$ cat src/rtl/fpnew_cast_out_buffer.sv
// ---------------------------------------------------------------------------
// fpnew_cast_out_buffer
//
// This is the output stage that sits after the int-to-float cast unit. It
// accepts one result per valid/ready handshake and stores up to Depth entries
// in order. On the way out it NaN-boxes each result to Flen bits. It also keeps
// sticky fflags, the OR of the status of every result that has retired, until
// software clears them.
//
// Ports
//   clk_i, rst_ni          clock; synchronous active-low reset
//   result_i, status_i     incoming cast result and its {NV,DZ,OF,UF,NX} flags
//   extension_bit_i        1: box with ones, 0: pad with zeros
//   tag_i                  opaque tag that travels with the result
//   in_valid_i/in_ready_o  upstream handshake (ready only when not full)
//   flush_i                drop every stored entry
//   result_o, status_o,    head-of-FIFO entry, with result_o boxed to Flen
//   tag_o
//   out_valid_o/out_ready_i writeback handshake
//   fflags_o, fflags_clr_i sticky flags and their clear
//   busy_o                 at least one entry is stored
// ---------------------------------------------------------------------------
module fpnew_cast_out_buffer #(
    parameter int unsigned DstWidth = 32,
    parameter int unsigned Flen     = 64,
    parameter int unsigned Depth    = 2,
    parameter int unsigned TagWidth = 1
) (
    input  logic                clk_i,
    input  logic                rst_ni,
    input  logic [DstWidth-1:0] result_i,
    input  logic [4:0]          status_i,
    input  logic                extension_bit_i,
    input  logic [TagWidth-1:0] tag_i,
    input  logic                in_valid_i,
    output logic                in_ready_o,
    input  logic                flush_i,
    output logic [Flen-1:0]     result_o,
    output logic [4:0]          status_o,
    output logic [TagWidth-1:0] tag_o,
    output logic                out_valid_o,
    input  logic                out_ready_i,
    output logic [4:0]          fflags_o,
    input  logic                fflags_clr_i,
    output logic                busy_o
);

    localparam int unsigned PtrW = (Depth > 1) ? $clog2(Depth) : 1;
    localparam int unsigned CntW = $clog2(Depth + 1);

    logic [DstWidth-1:0] res_mem [Depth];
    logic [4:0]          st_mem  [Depth];
    logic                ext_mem [Depth];
    logic [TagWidth-1:0] tag_mem [Depth];

    logic [PtrW-1:0] rd_ptr_q, wr_ptr_q;
    logic [CntW-1:0] count_q;
    logic [4:0]      fflags_q;
    logic            push, pop;
    logic [4:0]      fflags_d;

    // Depth need not be a power of two, so the wrap is an explicit compare.
    function automatic logic [PtrW-1:0] ptr_inc(input logic [PtrW-1:0] p);
        if (p == PtrW'(Depth - 1)) return '0;
        return p + PtrW'(1);
    endfunction

    // Ready depends only on the stored count. A full buffer does not take a
    // new entry even when the head leaves in the same cycle, which keeps
    // out_ready_i out of the in_ready_o timing path.
    assign in_ready_o  = (count_q != CntW'(Depth));
    assign out_valid_o = (count_q != '0);
    assign busy_o      = out_valid_o;

    assign push = in_valid_i & in_ready_o & ~flush_i;
    assign pop  = out_valid_o & out_ready_i & ~flush_i;

    always_comb begin
        fflags_d = fflags_q;
        if (fflags_clr_i) fflags_d = 5'b0;
        if (pop)          fflags_d = fflags_d | st_mem[rd_ptr_q];
    end

    always_ff @(posedge clk_i) begin
        if (!rst_ni) begin
            rd_ptr_q <= '0;
            wr_ptr_q <= '0;
            count_q  <= '0;
            fflags_q <= 5'b0;
        end else begin
            fflags_q <= fflags_d;
            if (flush_i) begin
                rd_ptr_q <= '0;
                wr_ptr_q <= '0;
                count_q  <= '0;
            end else begin
                if (push) wr_ptr_q <= ptr_inc(wr_ptr_q);
                if (pop)  rd_ptr_q <= ptr_inc(rd_ptr_q);
                case ({push, pop})
                    2'b10:   count_q <= count_q + CntW'(1);
                    2'b01:   count_q <= count_q - CntW'(1);
                    default: count_q <= count_q;
                endcase
            end
        end
    end

    // Entry storage is not reset. The head outputs are only meaningful while
    // out_valid_o is high.
    always_ff @(posedge clk_i) begin
        if (push) begin
            res_mem[wr_ptr_q] <= result_i;
            st_mem[wr_ptr_q]  <= status_i;
            ext_mem[wr_ptr_q] <= extension_bit_i;
            tag_mem[wr_ptr_q] <= tag_i;
        end
    end

    assign status_o = st_mem[rd_ptr_q];
    assign tag_o    = tag_mem[rd_ptr_q];
    assign fflags_o = fflags_q;

    generate
        if (Flen > DstWidth) begin : g_box
            assign result_o = {{(Flen - DstWidth){ext_mem[rd_ptr_q]}}, res_mem[rd_ptr_q]};
        end else begin : g_nobox
            assign result_o = res_mem[rd_ptr_q];
        end
    endgenerate

endmodule

$ cat config.mk
export PLATFORM = sky130hd
export DESIGN_NAME = fpnew_cast_out_buffer
export DESIGN_NICKNAME = d
export VERILOG_FILES = /design/src/rtl/fpnew_cast_out_buffer.sv
export SDC_FILE = /design/constraint.sdc
export NUM_CORES = 1
export LEC_CHECK = 0
export BUFFER_PORTS_ARGS = -buffer_cell sky130_fd_sc_hd__buf_2
export CELL_PAD_IN_SITES_DETAIL_PLACEMENT = 1
export CELL_PAD_IN_SITES_GLOBAL_PLACEMENT = 1
export CORE_MARGIN = 4
export CORE_UTILIZATION = 30
export CTS_CLUSTER_DIAMETER = 30
export CTS_CLUSTER_SIZE = 12
export DETAILED_ROUTE_END_ITERATION = 10
export PLACE_DENSITY_LB_ADDON = 0.1
export SLEW_MARGIN = 0
export SYNTH_ARGS = -nofsm -noshare
export SYNTH_HDL_FRONTEND = slang
export SYNTH_SLANG_ARGS = --single-unit
$ cat constraint.sdc
create_clock -name clk_i -period 5.2 [get_ports clk_i]
set_input_delay 0.52 -clock clk_i [delete_from_list [all_inputs] [get_ports clk_i]]
set_output_delay 0.52 -clock clk_i [all_outputs]
set_load 0.01 [all_outputs]
======== Word level (Yosys, flattened, before mapping) ========
Memories as Yosys holds them, arrays and structs flattened. A register that Yosys moved wholly into a read port is not among the register bits.
Cells that the tools add are included.
cells by class
  $add $sub $neg .......................... 4
  equal/unequal tests ..................... 3
  mux-type cells .......................... 25
  bitwise operators ....................... 7
  reduce and logical (&&, ||, !) cells .... 3
operators by type and width
  operator               count
  $mux W1                22
  $mux W5                2
  $or A5 B5 Y5           1
  $and A1 B1 Y1          4
  $pmux W2 S2            1
  $reduce_bool A2 Y1     2
  $add A1 B1 Y1 const B  2
  $add A2 B1 Y2 const B  1
  $eq A2 B1 Y1 const B   1
  $eq A2 B2 Y1 const B   1
  $ne A2 B2 Y1 const B   1
  $not A1 Y1             2
  $reduce_or A2 Y1       1
  $sub A2 B1 Y2 const B  1
storage, ports and cells
  register bits after elaboration ......... 9
  bits in writable memories ............... 78
  input bits .............................. 45
  output and inout bits ................... 78
  word-level logic and storage cells ...... 50
  memories ................................ 4
memories
  name     words  bits a word  rd ports  clocked after Yosys merged registers in  write ports  line  source
  res_mem  2      32           1         1                                        1            51    logic [DstWidth-1:0] res_mem [Depth];
  st_mem   2      5            1         1                                        1            52    logic [4:0] st_mem [Depth];
  ext_mem  2      1            1         1                                        1            53    logic ext_mem [Depth];
  tag_mem  2      1            1         1                                        1            54    logic [TagWidth-1:0] tag_mem [Depth];

======== Logic depth before layout (Yosys ltp) ========
Gate-level depths: netlist (run 1).
  word-level depth ........................ 9
  gate-level depth with buffers ........... 6
  depth with buffers taken out ............ 6

======== Worst setup path before layout (run 1) ========
Ideal clock, no wire load.
  path type ............................... input -> register
  start ................................... input port flush_i
  end ..................................... memory ext_mem[1] (enable)
  library setup time ...................... 435 ps
  arrival ................................. 2,392 ps
  required time ........................... 4,765 ps
  setup slack ............................. 2,373 ps
  cell stages on the path ................. 3
  path buffers ............................ 0
  cells stage by stage .................... clkinv_1 nand3_1 nor2_1
between the ends
  longest elaborated chain between the ends .. 4
RTL lines
  element                        line  source
  start: declaration             37    input logic flush_i,
  $not A1 Y1                     75    assign push = in_valid_i & in_ready_o & ~flush_i;
  $and A1 B1 Y1                  75
  $mux W1                        111   if (push) begin
  $mux W1 (implied by the code)  114   ext_mem[wr_ptr_q] <= extension_bit_i;
  end: declaration               53
Every way passes these cells.

==> metrics, run 1 <==
GRT Total Usage 10.5%; Worst Setup End Kind output port; drt first pass iters 4; status finished clean; Area growth, synth to finish 25.1%; CTS Buffer Depth 2; worst min path class in2reg; routability cong. ~0.67; Setup TNS 0 ns; Slew Limit Fails 0; Seq cells post-synth slightly below 90; crit path to result_o[48]; Finished Layout Cells 447; Worst EP arrival 2.11 ns; PD cells roughly 370 mW/mm^2; R2R Path End res_mem[1][28]; leading area contributor after synthesis edfxtp_1; PostCTS Resize Cnt 0; RSZ-0062 raised after global routing false; max-cap violation count 0; Die ar. 0.0134 sq mm; final worst path period share 50.5%; Max H-tree Level 3; cells after synthesis 202; pin count of the biggest net entering global routing 40; Reg2Reg Depth 4; Routed WL just over 7000 um; Slew @ Worst Pin 0.993 ns; R2R Setup Slk 3.15 ns; final hold vios 0; Leak Pwr 1.67 nW; worst path required time 4.68 ns; CTS sink count 88; post-route ant nets 0; # fillers 1215; Max Fclk 381 MHz; Reg-to-Reg Start count_q[0]; first-pass GRT wire length 10500 um; post-layout net count about 350; DRC 0; Ys Warns 0; Worst-path clk slew 0.06 ns; hold buffer count at CTS 0; Inst Count DP 431; vias in the first global route 2022; peak supply drop 0.000150 V; clk_lat worst skew between 0.3 and 0.4 ns; maximum fanout along the worst path 39; grt total ovfl 0; initial DRC count 55; Max-slew headroom 33.8%; antenna violations before repair 0; clk_skew 0.00681 ns; PortBufs 122; Die Ht 116 um; CTS tree built; io pins approximately 120; Syn Area/Cell 17.3 sq um; n_diodes 0; root buf cell clkbuf_16; Unique masters post-synth 22; vias post-DR approximately 1900; Cell Rows 39; postcts setup bufs 0; Post-Syn Area around 0.0035 sq mm; WL/cell 15.9 um; share of cells above drive strength 1 59.9%; Final Setup Violations 0; Die X-Extent 116 um; core area 0.0114 sq mm; top cells by area, synth edfxtp_1, mux2_2, buf_4; most common cell after layout, fill and taps aside buf_2; sequential area share after synthesis 72.9%; minimum clock period approximately 2.6 ns; CTS Buf Count 9; Yosys top cell area share 67.1%; vias per cell approximately 4.3; crit path kind reg2out; placed wire-length estimate 4820 um; commonest non-fill, non-tap cells in the layout buf_2, edfxtp_1, mux2_2, clkbuf_16, dfxtp_1; Starting Density a little under a third; syn_nets ~250; Worst setup SP type flop
-- worst min path at each step --
| stage | from | to | slack [ns] | depth (start not counted) |
|---|---|---|---|---|
| final | result_i[10] | res_mem[0][10] | 0.38 | 1 |
| after global routing | result_i[30] | res_mem[1][30] | 0.36 | 1 |
| after CTS | result_i[10] | res_mem[0][10] | 0.36 | 1 |
| after detailed placement | fflags_o[1] | fflags_o[1] | 0.46 | 2 |
| after global placement | fflags_o[1] | fflags_o[1] | 0.46 | 2 |
| after floorplan | rd_ptr_q | flop | 0.47 | 2 |
-- power by group --
group | total, W | switching [W] | internal (W)
Combinational | 0.0000985 | 0.0000545 | 0.0000440
Sequential | 0.000794 | 0.00000543 | 0.000789
Clock | 0.000729 | 0.000259 | 0.000470
-- cells by family (layout without fill, tap and decap cells) --
group	Yosys count	after routing	share of synthesized area, %
multiplexers	39	39	12.6
buffers and inverters	40	142	8.21
AO/OA/AOI/OAI	10	10	1.90
flip-flops	88	88	72.9
adder cells (fa/ha/maj)	1	1	0.359
XOR/XNOR	3	3	0.753
AND/OR/NAND/NOR	21	21	3.30
-- state kept, by name, summed over array words and instances, names as in the netlist, named ones only --
name      flops
count_q       2
fflags_o      5
res_mem      64
wr_ptr_q      1
ext_mem       2
tag_mem       2
st_mem       10
rd_ptr_q      1
-- final cells by class --
cell class	count	area [sq um]	share of cell area [%]
clock buffer	9	225	5.16
clock inverter	7	120	2.75
inverter	3	11.3	0.258
tap	143	179	4.10
multi-input combinational	74	667	15.3
timing repair buffer	123	618	14.2
sequential	88	2540	58.3
-- critical path: stages, from the launching register on --
cell     delay [ns]
dfxtp_2        0.98
mux2_2         0.58
buf_2          0.20
-- synthesized netlist by cell type --
cell type and count:
or2_2 1, edfxtp_1 78, nand2b_1 6, inv_1 2, xor2_1 2, clkinv_1 1, a21boi_1 3, nand4_1 6
dfxtp_1 10, or3_1 1, ha_1 1, a21boi_0 2, nor2_1 5, a21oi_1 2, nand3_1 1, o21ai_0 2
xnor2_1 1, nand2_1 1, buf_4 36, mux2_2 39, buf_2 1, a31o_2 1
-- metrics by stage --
stage / hold WS, ns / cell area [sq um] / utilization [%] / worst slack [ns] / total power (W)
after CTS: 0.362 / 4360 / 38.2 / 2.45 / 0.00165
after global placement: 0.461 / 4020 / 35.2 / 2.84 / 0.000910
after floorplan: 0.472 / 3490 / - / 2.37 / 0.000870
after global routing: 0.361 / 4360 / 38.2 / 2.35 / 0.00169
final: 0.377 / 4360 / 38.2 / 2.57 / 0.00162
after detailed placement: 0.464 / 4020 / 35.2 / 2.82 / 0.000912
-- per-layer routing --
layer	GRT usage [%]	routed length, um
met3	3.71	427
met4	3.25	76
met5	0	0
met1	12.6	2910
met2	17.9	3720
Note: power is estimated with default switching activity, not from simulation.
==> inputs of run 2 (changes only) <==
- clock period: 5.2 -> 2.6 ns (I/O delays scaled with it)
==> run 2 against run 1 <==
Net effect:
- largest cell class unchanged
- sequential power grew 100%
- cell count grew 0.89%
- global-route usage grew 0.30 points
- highest routed layer unchanged
- via count grew 0.47%
- worst setup slack lost 2.0 ns
- clock skew grew 0.0019 ns
- routed wire length grew 3.2%
- clock-buffer cell count is the same
- combinational power grew 110%
- clock power grew 65%
- worst hold slack lost 0.26 ns
==> metrics, run 2 (same netlist as run 1, synthesis figures left out) <==
status finished clean; vias post-DR 1928; clk_lat worst skew 0.33 ns; Max-slew headroom approximately 64%; post-layout net count 349; Biggest register res_mem; vias in the first global route between 1500 and 2000; postcts setup bufs 0; Area growth, synth to finish 24.1%; Worst setup SP type flop; R2R Setup Slk 0.88 ns; worst path required time roughly 2.3 ns; switch share 22.3%; share of cells above drive strength 1 60.7%; drt first pass iters 4; Die X-Extent approximately 120 um; placed wire-length estimate 5170 um; worst hold path depth 1; hold buffer count at CTS 0; minimum clock period 2.03 ns; Setup TNS 0 ns; RSZ-0062 raised after global routing false; n_diodes 0; CTS Buf Count 9; maximum fanout along the worst path 16; clk_skew 0.00873 ns; GRT Total Usage 10.8%; routability cong. ~0.7; Worst EP arrival 1.77 ns; Design Power 0.00299 W; vias per cell 4.27; PD cells 691 mW/mm^2; CTS Buffer Depth 2; worst min path class in2reg; Worst Setup End Kind output port; Cell Rows 39; Inst Count DP 435; R2R Path End res_mem[1][18]; post-route ant nets 0; Clk pwr share 40.1%; Routed WL 7350 um; max-cap violation count 0; Slew Limit Fails 0; root buf cell clkbuf_16; PostCTS Resize Cnt 0; Worst-path clk slew 0.07 ns; Slew @ Worst Pin 0.546 ns; PortBufs roughly 120; CTS tree built; core area 0.0114 sq mm; final worst path period share 78.0%; Finished Layout Cells roughly 450; DRC 0; crit path kind reg2out; antenna violations before repair 0; Die ar. 0.0134 sq mm; most common cell after layout, fill and taps aside buf_2; commonest non-fill, non-tap cells in the layout buf_2, edfxtp_1, mux2_2, clkbuf_16, dfxtp_1; hold_sp result_i[1]; first-pass GRT wire length 10800 um; io pins 123; Leak Pwr 1.65 nW; CTS sink count 88; initial DRC count 39; peak supply drop approximately 0.00027 V; Reg2Reg Depth 4; max reg flops 64; Final Setup Violations 0; Max Fclk 493 MHz; Hold Crit Endpoint res_mem[1][1]; hold slack 0.115 ns; Comb power frac 6.8%; final hold vios 0; sw power between 0.0006 and 0.0007 W; sequential power share 53.0%; Starting Density a little under a third; P_int 0.00232 W; Reg-to-Reg Start count_q[0]; Die Ht 116 um; WL/cell 16.3 um; Max H-tree Level 3; pin count of the biggest net entering global routing 40; grt total ovfl 0
==> run 2: critical path, stage by stage, from the launching register on <==
cell and delay, ns:
dfxtp_2 0.60, buf_4 0.31, mux2_2 0.38, buf_2 0.15
==> run 2: worst max-delay path by stage <==
stage	cells past startpoint	from	end	slack, ns
after floorplan	3	count_q[0]	ext_mem[1]	0.43
after global placement	3	flop	result_o[28]	0.89
after detailed placement	4	count_q[0]	tag_mem[0]	0.83
after CTS	3	flop	result_o[28]	0.50
after global routing	3	flop	result_o[5]	0.47
final	3	flop	result_o[5]	0.57
==> run 2: metrics by stage <==
stage               cell area (sq um)  utilization [%]  setup slack [ns]
floorplan                        3490                -             0.428
global route                     4330             37.9             0.467
detailed placement               4050             35.5             0.826
finish                           4330             37.9             0.572
global placement                 4050             35.5             0.894
CTS                              4330             37.9             0.498
==> run 2: routing by layer <==
layer	share of wire [%]	GRT usage, %	up-vias
li1	-	-	918
met1	42	13.8	945
met2	50	17.3	56
met3	6.2	3.39	9
met4	1.3	3.94	0
met5	0	0	-
==> run 2: layout make-up <==
class                           count  area [sq um]
Multi-Input combinational cell     74           667
Sequential cell                    88          2540
Clock inverter                      7          55.1
Fill cell                        1215          7090
Clock buffer                        9           225
Timing Repair Buffer              127           648
Inverter                            3          11.3
Tap cell                          143           179
==> run 2: power groups by stage <==
stage	Sequential (W)	Clock [W]	Combinational (W)
after floorplan	0.00162	0	0.000125
after global placement	0.00162	0	0.000209
after detailed placement	0.00162	0	0.000211
after CTS	0.00159	0.00125	0.000212
after global routing	0.00159	0.00131	0.000228
final	0.00159	0.00120	0.000204
